**config.mk**
```make
export PLATFORM = sky130hd
export DESIGN_NAME = rd_ddr_resp_flat
export DESIGN_NICKNAME = d
export VERILOG_FILES = /design/src/rtl/rd_ddr_resp_if.sv /design/src/rtl/rd_ddr_resp.sv /design/src/flat_wrapper.sv
export SDC_FILE = /design/constraint.sdc
export NUM_CORES = 1
export LEC_CHECK = 0
export CORE_AREA = 8 8 229 231
export CTS_BUF_LIST = sky130_fd_sc_hd__clkbuf_4
export DETAILED_ROUTE_END_ITERATION = 6
export DIE_AREA = 0 0 237 239
export DONT_BUFFER_PORTS = 1
export PLACE_DENSITY = 0.39
export SLEW_MARGIN = 20
export SYNTH_ARGS = -nofsm -noshare
export SYNTH_HDL_FRONTEND = slang
export SYNTH_SLANG_ARGS = --single-unit
```
**constraint.sdc**
```tcl
create_clock -name ddr_clk -period 4.4 [get_ports ddr_clk]
set_input_delay 0.44 -clock ddr_clk [delete_from_list [all_inputs] [get_ports ddr_clk]]
set_output_delay 0.44 -clock ddr_clk [all_outputs]
set_load 0.01 [all_outputs]
```
**src/rtl/rd_ddr_resp_if.sv**
```systemverilog
// Signal bundle between the line-read requester, rd_ddr_resp and the AXI4 read channels.
// The master modport is the responder's view; slave is the view of everything around it.
interface rd_ddr_resp_if #(
    parameter int ADDR_WIDTH = 27,
    parameter int DQ_WIDTH   = 32,
    parameter int LEN_WIDTH  = 16
);
    logic                    ddr_rreq;
    logic [ADDR_WIDTH-1:0]   ddr_raddr;
    logic [LEN_WIDTH-1:0]    ddr_rd_len;
    logic                    ddr_rrdy;
    logic                    ddr_rdone;
    logic [8*DQ_WIDTH-1:0]   ddr_rdata;
    logic                    ddr_rdata_en;
    logic                    req_drop;
    logic                    rlast_err;
    logic [ADDR_WIDTH-1:0]   axi_araddr;
    logic [7:0]              axi_arlen;
    logic                    axi_arvalid;
    logic                    axi_arready;
    logic [8*DQ_WIDTH-1:0]   axi_rdata;
    logic                    axi_rvalid;
    logic                    axi_rlast;
    logic                    axi_rready;

    modport master (
        input  ddr_rreq, ddr_raddr, ddr_rd_len,
        output ddr_rrdy, ddr_rdone, ddr_rdata, ddr_rdata_en, req_drop, rlast_err,
        output axi_araddr, axi_arlen, axi_arvalid, axi_rready,
        input  axi_arready, axi_rdata, axi_rvalid, axi_rlast
    );

    modport slave (
        output ddr_rreq, ddr_raddr, ddr_rd_len,
        input  ddr_rrdy, ddr_rdone, ddr_rdata, ddr_rdata_en, req_drop, rlast_err,
        input  axi_araddr, axi_arlen, axi_arvalid, axi_rready,
        output axi_arready, axi_rdata, axi_rvalid, axi_rlast
    );
endinterface

```
**src/rtl/rd_ddr_resp.sv**
```systemverilog
// Line-read responder: splits one request into AXI4 read bursts of up to BURST_MAX beats
// and streams the returned beats back with one cycle of latency, then pulses ddr_rdone.
module rd_ddr_resp #(
    parameter int ADDR_WIDTH = 27,
    parameter int DQ_WIDTH   = 32,
    parameter int LEN_WIDTH  = 16,
    parameter int BURST_MAX  = 16,
    parameter int ADDR_STEP  = 8
) (
    input  logic          ddr_clk,
    input  logic          ddr_rstn,
    rd_ddr_resp_if.master bus
);
    localparam int BEAT_W = 8 * DQ_WIDTH;

    typedef enum logic [1:0] {IDLE, ADDR, DATA, DONE} state_e;

    state_e                state_q, state_d;
    logic [ADDR_WIDTH-1:0] cur_addr_q, cur_addr_d;
    logic [LEN_WIDTH-1:0]  remain_q, remain_d;
    logic [8:0]            beat_cnt_q, beat_cnt_d;
    logic [BEAT_W-1:0]     rdata_q, rdata_d;
    logic                  rdata_en_q, rdata_en_d;
    logic                  rdone_q, rdone_d;
    logic                  req_drop_q, req_drop_d;
    logic                  rlast_err_q, rlast_err_d;

    logic [8:0]            burst_beats;
    logic [ADDR_WIDTH-1:0] burst_span;

    always_comb begin
        if (remain_q >= LEN_WIDTH'(BURST_MAX)) begin
            burst_beats = 9'(BURST_MAX);
        end else begin
            burst_beats = 9'(remain_q);
        end
        burst_span = ADDR_WIDTH'(burst_beats) * ADDR_WIDTH'(ADDR_STEP);
    end

    always_ff @(posedge ddr_clk or negedge ddr_rstn) begin
        if (!ddr_rstn) begin
            state_q     <= IDLE;
            cur_addr_q  <= '0;
            remain_q    <= '0;
            beat_cnt_q  <= '0;
            rdata_q     <= '0;
            rdata_en_q  <= 1'b0;
            rdone_q     <= 1'b0;
            req_drop_q  <= 1'b0;
            rlast_err_q <= 1'b0;
        end else begin
            state_q     <= state_d;
            cur_addr_q  <= cur_addr_d;
            remain_q    <= remain_d;
            beat_cnt_q  <= beat_cnt_d;
            rdata_q     <= rdata_d;
            rdata_en_q  <= rdata_en_d;
            rdone_q     <= rdone_d;
            req_drop_q  <= req_drop_d;
            rlast_err_q <= rlast_err_d;
        end
    end

    always_comb begin
        state_d     = state_q;
        cur_addr_d  = cur_addr_q;
        remain_d    = remain_q;
        beat_cnt_d  = beat_cnt_q;
        rdata_d     = rdata_q;
        rdata_en_d  = 1'b0;
        rdone_d     = 1'b0;
        req_drop_d  = req_drop_q;
        rlast_err_d = rlast_err_q;

        if (bus.ddr_rreq && (state_q != IDLE)) begin
            req_drop_d = 1'b1;
        end

        unique case (state_q)
            IDLE: begin
                if (bus.ddr_rreq) begin
                    if (bus.ddr_rd_len != '0) begin
                        cur_addr_d = bus.ddr_raddr;
                        remain_d   = bus.ddr_rd_len;
                        state_d    = ADDR;
                    end else begin
                        state_d = DONE;
                    end
                end
            end
            ADDR: begin
                if (bus.axi_arready) begin
                    beat_cnt_d = burst_beats;
                    cur_addr_d = cur_addr_q + burst_span;
                    state_d    = DATA;
                end
            end
            DATA: begin
                if (bus.axi_rvalid) begin
                    rdata_d    = bus.axi_rdata;
                    rdata_en_d = 1'b1;
                    beat_cnt_d = beat_cnt_q - 9'd1;
                    remain_d   = remain_q - LEN_WIDTH'(1);
                    // The beat count decides where the burst ends; rlast is only cross-checked.
                    if (beat_cnt_q == 9'd1) begin
                        if (!bus.axi_rlast) begin
                            rlast_err_d = 1'b1;
                        end
                        state_d = (remain_q != LEN_WIDTH'(1)) ? ADDR : DONE;
                    end else if (bus.axi_rlast) begin
                        rlast_err_d = 1'b1;
                    end
                end
            end
            DONE: begin
                rdone_d = 1'b1;
                state_d = IDLE;
            end
            default: state_d = IDLE;
        endcase
    end

    // rdone is registered out of DONE so it lands one cycle after the final rdata_en.
    assign bus.ddr_rrdy     = (state_q == IDLE) && !rdone_q;
    assign bus.ddr_rdone    = rdone_q;
    assign bus.ddr_rdata    = rdata_q;
    assign bus.ddr_rdata_en = rdata_en_q;
    assign bus.req_drop     = req_drop_q;
    assign bus.rlast_err    = rlast_err_q;
    assign bus.axi_arvalid  = (state_q == ADDR);
    assign bus.axi_araddr   = (state_q == ADDR) ? cur_addr_q : '0;
    assign bus.axi_arlen    = (state_q == ADDR) ? 8'(burst_beats - 9'd1) : '0;
    assign bus.axi_rready   = (state_q == DATA);
endmodule

```
**src/flat_wrapper.sv**
```systemverilog
// flat-port wrapper written by rule: the top's interface ports become plain ports
module rd_ddr_resp_flat 
#(
    parameter int ADDR_WIDTH = 27,
    parameter int DQ_WIDTH   = 32,
    parameter int LEN_WIDTH  = 16,
    parameter int BURST_MAX  = 16,
    parameter int ADDR_STEP  = 8
)
  (ddr_clk, ddr_rstn, bus_ddr_rreq, bus_ddr_raddr, bus_ddr_rd_len, bus_ddr_rrdy, bus_ddr_rdone, bus_ddr_rdata, bus_ddr_rdata_en, bus_req_drop, bus_rlast_err, bus_axi_araddr, bus_axi_arlen, bus_axi_arvalid, bus_axi_rready, bus_axi_arready, bus_axi_rdata, bus_axi_rvalid, bus_axi_rlast);
  rd_ddr_resp_if #(.ADDR_WIDTH(ADDR_WIDTH), .DQ_WIDTH(DQ_WIDTH), .LEN_WIDTH(LEN_WIDTH)) bus_i ();
  input  logic ddr_clk;
  input  logic ddr_rstn;
  input wire logic [$bits(bus_i.ddr_rreq)-1:0] bus_ddr_rreq;
  input wire logic [$bits(bus_i.ddr_raddr)-1:0] bus_ddr_raddr;
  input wire logic [$bits(bus_i.ddr_rd_len)-1:0] bus_ddr_rd_len;
  output wire logic [$bits(bus_i.ddr_rrdy)-1:0] bus_ddr_rrdy;
  output wire logic [$bits(bus_i.ddr_rdone)-1:0] bus_ddr_rdone;
  output wire logic [$bits(bus_i.ddr_rdata)-1:0] bus_ddr_rdata;
  output wire logic [$bits(bus_i.ddr_rdata_en)-1:0] bus_ddr_rdata_en;
  output wire logic [$bits(bus_i.req_drop)-1:0] bus_req_drop;
  output wire logic [$bits(bus_i.rlast_err)-1:0] bus_rlast_err;
  output wire logic [$bits(bus_i.axi_araddr)-1:0] bus_axi_araddr;
  output wire logic [$bits(bus_i.axi_arlen)-1:0] bus_axi_arlen;
  output wire logic [$bits(bus_i.axi_arvalid)-1:0] bus_axi_arvalid;
  output wire logic [$bits(bus_i.axi_rready)-1:0] bus_axi_rready;
  input wire logic [$bits(bus_i.axi_arready)-1:0] bus_axi_arready;
  input wire logic [$bits(bus_i.axi_rdata)-1:0] bus_axi_rdata;
  input wire logic [$bits(bus_i.axi_rvalid)-1:0] bus_axi_rvalid;
  input wire logic [$bits(bus_i.axi_rlast)-1:0] bus_axi_rlast;
  assign bus_i.ddr_rreq = bus_ddr_rreq;
  assign bus_i.ddr_raddr = bus_ddr_raddr;
  assign bus_i.ddr_rd_len = bus_ddr_rd_len;
  assign bus_ddr_rrdy = bus_i.ddr_rrdy;
  assign bus_ddr_rdone = bus_i.ddr_rdone;
  assign bus_ddr_rdata = bus_i.ddr_rdata;
  assign bus_ddr_rdata_en = bus_i.ddr_rdata_en;
  assign bus_req_drop = bus_i.req_drop;
  assign bus_rlast_err = bus_i.rlast_err;
  assign bus_axi_araddr = bus_i.axi_araddr;
  assign bus_axi_arlen = bus_i.axi_arlen;
  assign bus_axi_arvalid = bus_i.axi_arvalid;
  assign bus_axi_rready = bus_i.axi_rready;
  assign bus_i.axi_arready = bus_axi_arready;
  assign bus_i.axi_rdata = bus_axi_rdata;
  assign bus_i.axi_rvalid = bus_axi_rvalid;
  assign bus_i.axi_rlast = bus_axi_rlast;
  rd_ddr_resp #(.ADDR_WIDTH(ADDR_WIDTH), .DQ_WIDTH(DQ_WIDTH), .LEN_WIDTH(LEN_WIDTH), .BURST_MAX(BURST_MAX), .ADDR_STEP(ADDR_STEP)) u_core (.ddr_clk(ddr_clk), .ddr_rstn(ddr_rstn), .bus(bus_i));
endmodule
```
# --- After elaboration in Yosys (flattened, before gate mapping) ---
# Cells that the tools add are included.
word_totals:
  in_bits: 305
  elab_cells: 68
  out_inout_bits: 298
  reg_bits: 314
op_classes:
  order_cmp: 1
  mux: 27
  reduce_logical: 16
  n_eq_ne: 11
  n_addsub: 4
ops:
  columns: ["op", "n"]
  rows:
  - ["27-bit two-way mux", 4]
  - ["27-bit case mux with 2 select lines", 1]
  - ["16-bit two-way mux", 3]
  - ["16-bit case mux with 2 select lines", 1]
  - ["27-bit by 12-bit adder with 27-bit output", 1]
  - ["9-bit two-way mux", 3]
  - ["9-bit case mux with 2 select lines", 1]
  - ["16-bit by 5-bit >= comparator with 1-bit output (second input constant)", 1]
  - ["16-bit by 1-bit != test with 1-bit output (second input constant)", 1]
  - ["4-bit AND reduction", 4]
  - ["16-bit nonzero test", 1]
  - ["16-bit by 1-bit subtractor with 16-bit output (second input constant)", 1]
  - ["2-bit two-way mux", 6]
  - ["2-bit nonzero test", 5]
  - ["9-bit by 1-bit equality test with 1-bit output (second input constant)", 1]
  - ["9-bit by 1-bit subtractor with 9-bit output (second input constant)", 1]
  - ["8-bit two-way mux", 1]
  - ["2-bit by 1-bit != test with 1-bit output (second input constant)", 4]
  - ["2-bit case mux with 4 select lines", 1]
  - ["8-bit by 1-bit subtractor with 8-bit output (second input constant)", 1]
  - ["1-bit two-way mux", 6]
  - ["2-bit equality test (second input constant)", 2]
  - ["2-bit != test (second input constant)", 2]
  - ["3-bit AND reduction", 1]
  - ["5 further kinds", 6]

# --- Longest topological paths before layout ---
depth:
  depth_word: 5
  ltp_mapped: 12
  ltp_nobuf: 11

# --- Worst setup path before layout ---
# Ideal clock, no wire load.
synth_path:
  path_type: "register -> register"
  startpoint: "register u_core.remain_q[12]"
  endpoint: "register u_core.cur_addr_q[19]"
  setup_slack_ps: 1290
  stages_incl_launch_ff: 13
  arrival_ps: 2984
  cell_sequence: "dfrtp_1 or4_4 and4bb_1 buf_6 nand2_1 inv_1 ha_1 fa_1 a211oi_1 o21ai_1 and2_1 nand3_1 a221o_1"
synth_between:
  elab_chain_len: 5
synth_lines:
  columns: ["element", "line", "source"]
  rows:
  - ["start: declaration", "rd_ddr_resp.sv:20", "logic [LEN_WIDTH-1:0] remain_q, remain_d;"]
  - ["start signal: assignment", "rd_ddr_resp.sv:54", "remain_q <= remain_d;"]
  - ["16-bit by 5-bit >= comparator with 1-bit output", "rd_ddr_resp.sv:32", "if (remain_q >= LEN_WIDTH'(BURST_MAX)) begin"]
  - ["9-bit two-way mux", "rd_ddr_resp.sv:32", null]
  - ["27-bit by 12-bit adder with 27-bit output", "rd_ddr_resp.sv:94", "cur_addr_d = cur_addr_q + burst_span;"]
  - ["27-bit two-way mux", "rd_ddr_resp.sv:92", "if (bus.axi_arready) begin"]
  - ["27-bit case mux with 2 select lines", "rd_ddr_resp.sv:79", "unique case (state_q)"]
  - ["end signal: assignment", "rd_ddr_resp.sv:53", "cur_addr_q <= cur_addr_d;"]
  - ["end: declaration", "rd_ddr_resp.sv:19", "logic [ADDR_WIDTH-1:0] cur_addr_q, cur_addr_d;"]
# Every way passes these cells. The select of a mux whose other input is x is not followed.
# A chain may end at the register's enable or synchronous reset.

# --- Final worst setup path ---
# Same ends and word-level chain as after synthesis.

==> out/metrics.cfg <==
[run_status]
outcome=finished with violations
violations=hold timing

[power_and_ir_drop]
clock_power_share=0.226
p_per_area_nw_per_um2=657.9
p_seq_frac=0.504
switching_power_w=0.005137
intPower_w=0.006908
comb_power_share=0.270
leakage_nw=9.020
peakVddDrop_uv=278.6
swShare=0.4265

[grt]
grt_util_all_layers=0.1782
use_met1=0.1998
grt_max_degree=315
use_met3=0.07042
grt_overflow_total=0
grt_busiest_layer=met2
grt_first_pass_wirelength_um=79070
grt_pass1_vias=12897
met2_usage=0.2969
antenna_found_initial=3

[clock_tree]
cts_tree=yes
clock_sink_count=314
clk_pin_slew_ps=60
clockBufferDepth=3
htreeDepth=3
cts_resized=0
cts-hold-fix-buffers=312
clk_latency_ps=760
cts_root_buf=clkbuf_4
postCtsSetupRepairBufs=0
cts_buffers=92

[min_path]
hold_class=input pin to asynchronous set/reset pin

[setup_path]
regToRegSetupSlack_ps=550
required_ps=5030
crit_fanout=12
r2r-end=u_core.cur_addr_q[19]
reg2reg_depth=11
crit_type=flop to flop
crit_start=u_core.remain_q[12]
worstSetupStartpointType=flop
r2r_start=u_core.remain_q[12]
arrival_ps=4480
endpoint=u_core.cur_addr_q[19]
critPathCaptureType=flop

[synthesis]
synth_edf_count=0
synth_area_leader_cell=dfrtp_1
synth_flop_cell=dfrtp_1
ys_ff_latch=314
synth_top_cells_by_area=dfrtp_1 58%, nand2_1 22%, a21oi_1 1.6%
synth_cell_types=67
synth-async-reset-ratio=1.000
syn_area_um2=13550
synth_area_per_cell_um2=8.636
synth_top_area_share=0.5799
synth-seq-area-share=0.5799
synth_cells=1569
synth-warning-count=0

[sta]
relSlewSlack=0.3089
max_freq_mhz=259.9
drv_slew=0
timing.hold.ws_ps=-602.8
finalHoldViolCount=314
period_share=0.8746
finalSetupTns_ps=0
finalCriticalPeriod_ps=3848
rsz0062_at_grt=false
setup_viol=0
worstMarginPinSlew_ps=1037
finalClockSkew_ps=27.87

[floorplan]
start_util=0.2791
die_area_um2=56640
fp.dieH_um=239
die_x_um=237
row_count=81
io_pins=603
core_um2=48550

[layout]
fin_cells=2583
final_nets=2221
nFillCells=4921
drive_above_1_share=0.08622
area_growth_syn_to_layout_pct=35.11

[place]
portBuffers=0
dp.cells=2118
globalplace.congestion=0.8265
dp_hpwl_um=36580

[drt]
num_vias=12123
drtAntennaViolNets=0
routed_wl_um=52790
routedWlPerCell_um=20.44
drt_drc_violations_left=0
drt_first_iter_violations=773
first_pass_iters=5
viasPerCell=4.693

[run]
cap_violations=0

## sequential cells by signal, summed over array words and instances, names as in the netlist
name and flops:
u_core.bus.ddr_rdone 1, u_core.cur_addr_q 27, u_core.bus.ddr_rdata_en 1, u_core.bus.rlast_err 1, u_core.remain_q 16, u_core.beat_cnt_q 9
u_core.state_q 2, u_core.bus.ddr_rdata 256, u_core.bus.req_drop 1
## cell usage after synthesis, types with 4 or more instances
library cell / n
o21ai_1: 10
a31oi_1: 11
nor4_1: 11
and3_1: 5
clkbuf_1: 40
nand3_1: 15
o22ai_1: 6
nor3_1: 16
nand4_1: 5
and2_1: 26
xnor2_1: 4
o22a_1: 14
o211ai_1: 6
nand2_1: 799
nor2_1: 50
buf_2: 30
a21oi_1: 44
dfrtp_1: 314
o21ai_0: 35
buf_1: 11
ha_1: 13
inv_2: 5
a22oi_1: 6
a211oi_1: 4
o21bai_1: 4
inv_1: 17
o21a_1: 4
## worst min-delay path by stage
stage	endpoint	slack, ps	cells past startpoint
floorplan	u_core.beat_cnt_q[0]	140	0
global placement	u_core.cur_addr_q[9]	160	0
detailed placement	u_core.cur_addr_q[9]	160	0
CTS	u_core.bus.ddr_rdata[177]	-790	0
global route	u_core.bus.ddr_rdata[177]	-730	0
finish	u_core.cur_addr_q[11]	-600	0
## critical path, stage by stage, from the launching register on
cell	delay, ps
dfrtp_1	430
or4_4	550
and4bb_1	570
nand2_1	190
inv_1	120
ha_1	190
fa_1	250
a211oi_1	130
o21ai_1	560
and2_1	290
nand3_1	100
a221o_1	350
## layout make-up
cell class	count	area, µm²	area share
diodes	1	2.502	0.0001367
clock buffers	133	998.5	0.05454
clock inverters	19	118.9	0.006493
inverters	22	90.09	0.004921
multi-input cells	1151	5271	0.2879
flip-flops and latches	314	7858	0.4292
well taps	622	778.2	0.04251
repair buffers	321	3191	0.1743
## power groups by stage
stage               Clock, W  Combinational, W  Sequential (W)
finish               0.00272           0.00325         0.00608
global route         0.00299           0.00375         0.00626
CTS                  0.00286           0.00328         0.00612
detailed placement         0           0.00297         0.00615
global placement           0           0.00290         0.00619
floorplan                  0           0.00240         0.00547
## through the flow
| stage | area, µm² | utilization | worst slack [ps] | power [W] |
|---|---|---|---|---|
| 2_1_floorplan | 13550 | - | 1290 | 0.007867 |
| 3_3_place_gp | 14060 | 0.2896 | 656.0 | 0.009087 |
| 3_5_place_dp | 14060 | 0.2896 | 641.4 | 0.009121 |
| 4_1_cts | 18300 | 0.3770 | 409.4 | 0.01226 |
| 5_1_grt | 18310 | 0.3771 | 289.1 | 0.01301 |
| 6_report | 18310 | 0.3771 | 551.7 | 0.01205 |
## kinds of logic after synthesis
logic type | share of synthesized area
and+or+nand+nor | 0.2823
DFF | 0.5799
AOI/OAI and AO/OA | 0.08283
buffers and inverters | 0.03269
adders and majority gates | 0.01348
xor gates and xnor gates | 0.003878
muxes | 0.004709
other | 0.0002767
## per-layer routing
layer  part of all wire  up-vias
met4              0.035        4
met1               0.38     5725
met5            0.00044        -
met3              0.098      118
met2               0.49      515
li1                   -     5761
## placed cells by master, fill, tap and decap left out, drive strengths merged, types with 4 or more instances in the layout
cell           n
nand2        801
dfrtp        314
dlygate4sd3  312
clkbuf       133
nor2          50
o21ai         45
a21oi         44
and2          26
inv           22
nor3          18
nand3         15
clkinv        15
o22a          14
ha            13
nor4          12
a31oi         11
buf            9
o211ai         7
o22ai          6
a22oi          6
nand4          5
and3           5
a211oi         5
o21a           4
o21bai         4
xnor2          4
Note: power is estimated with default switching activity, not from simulation.
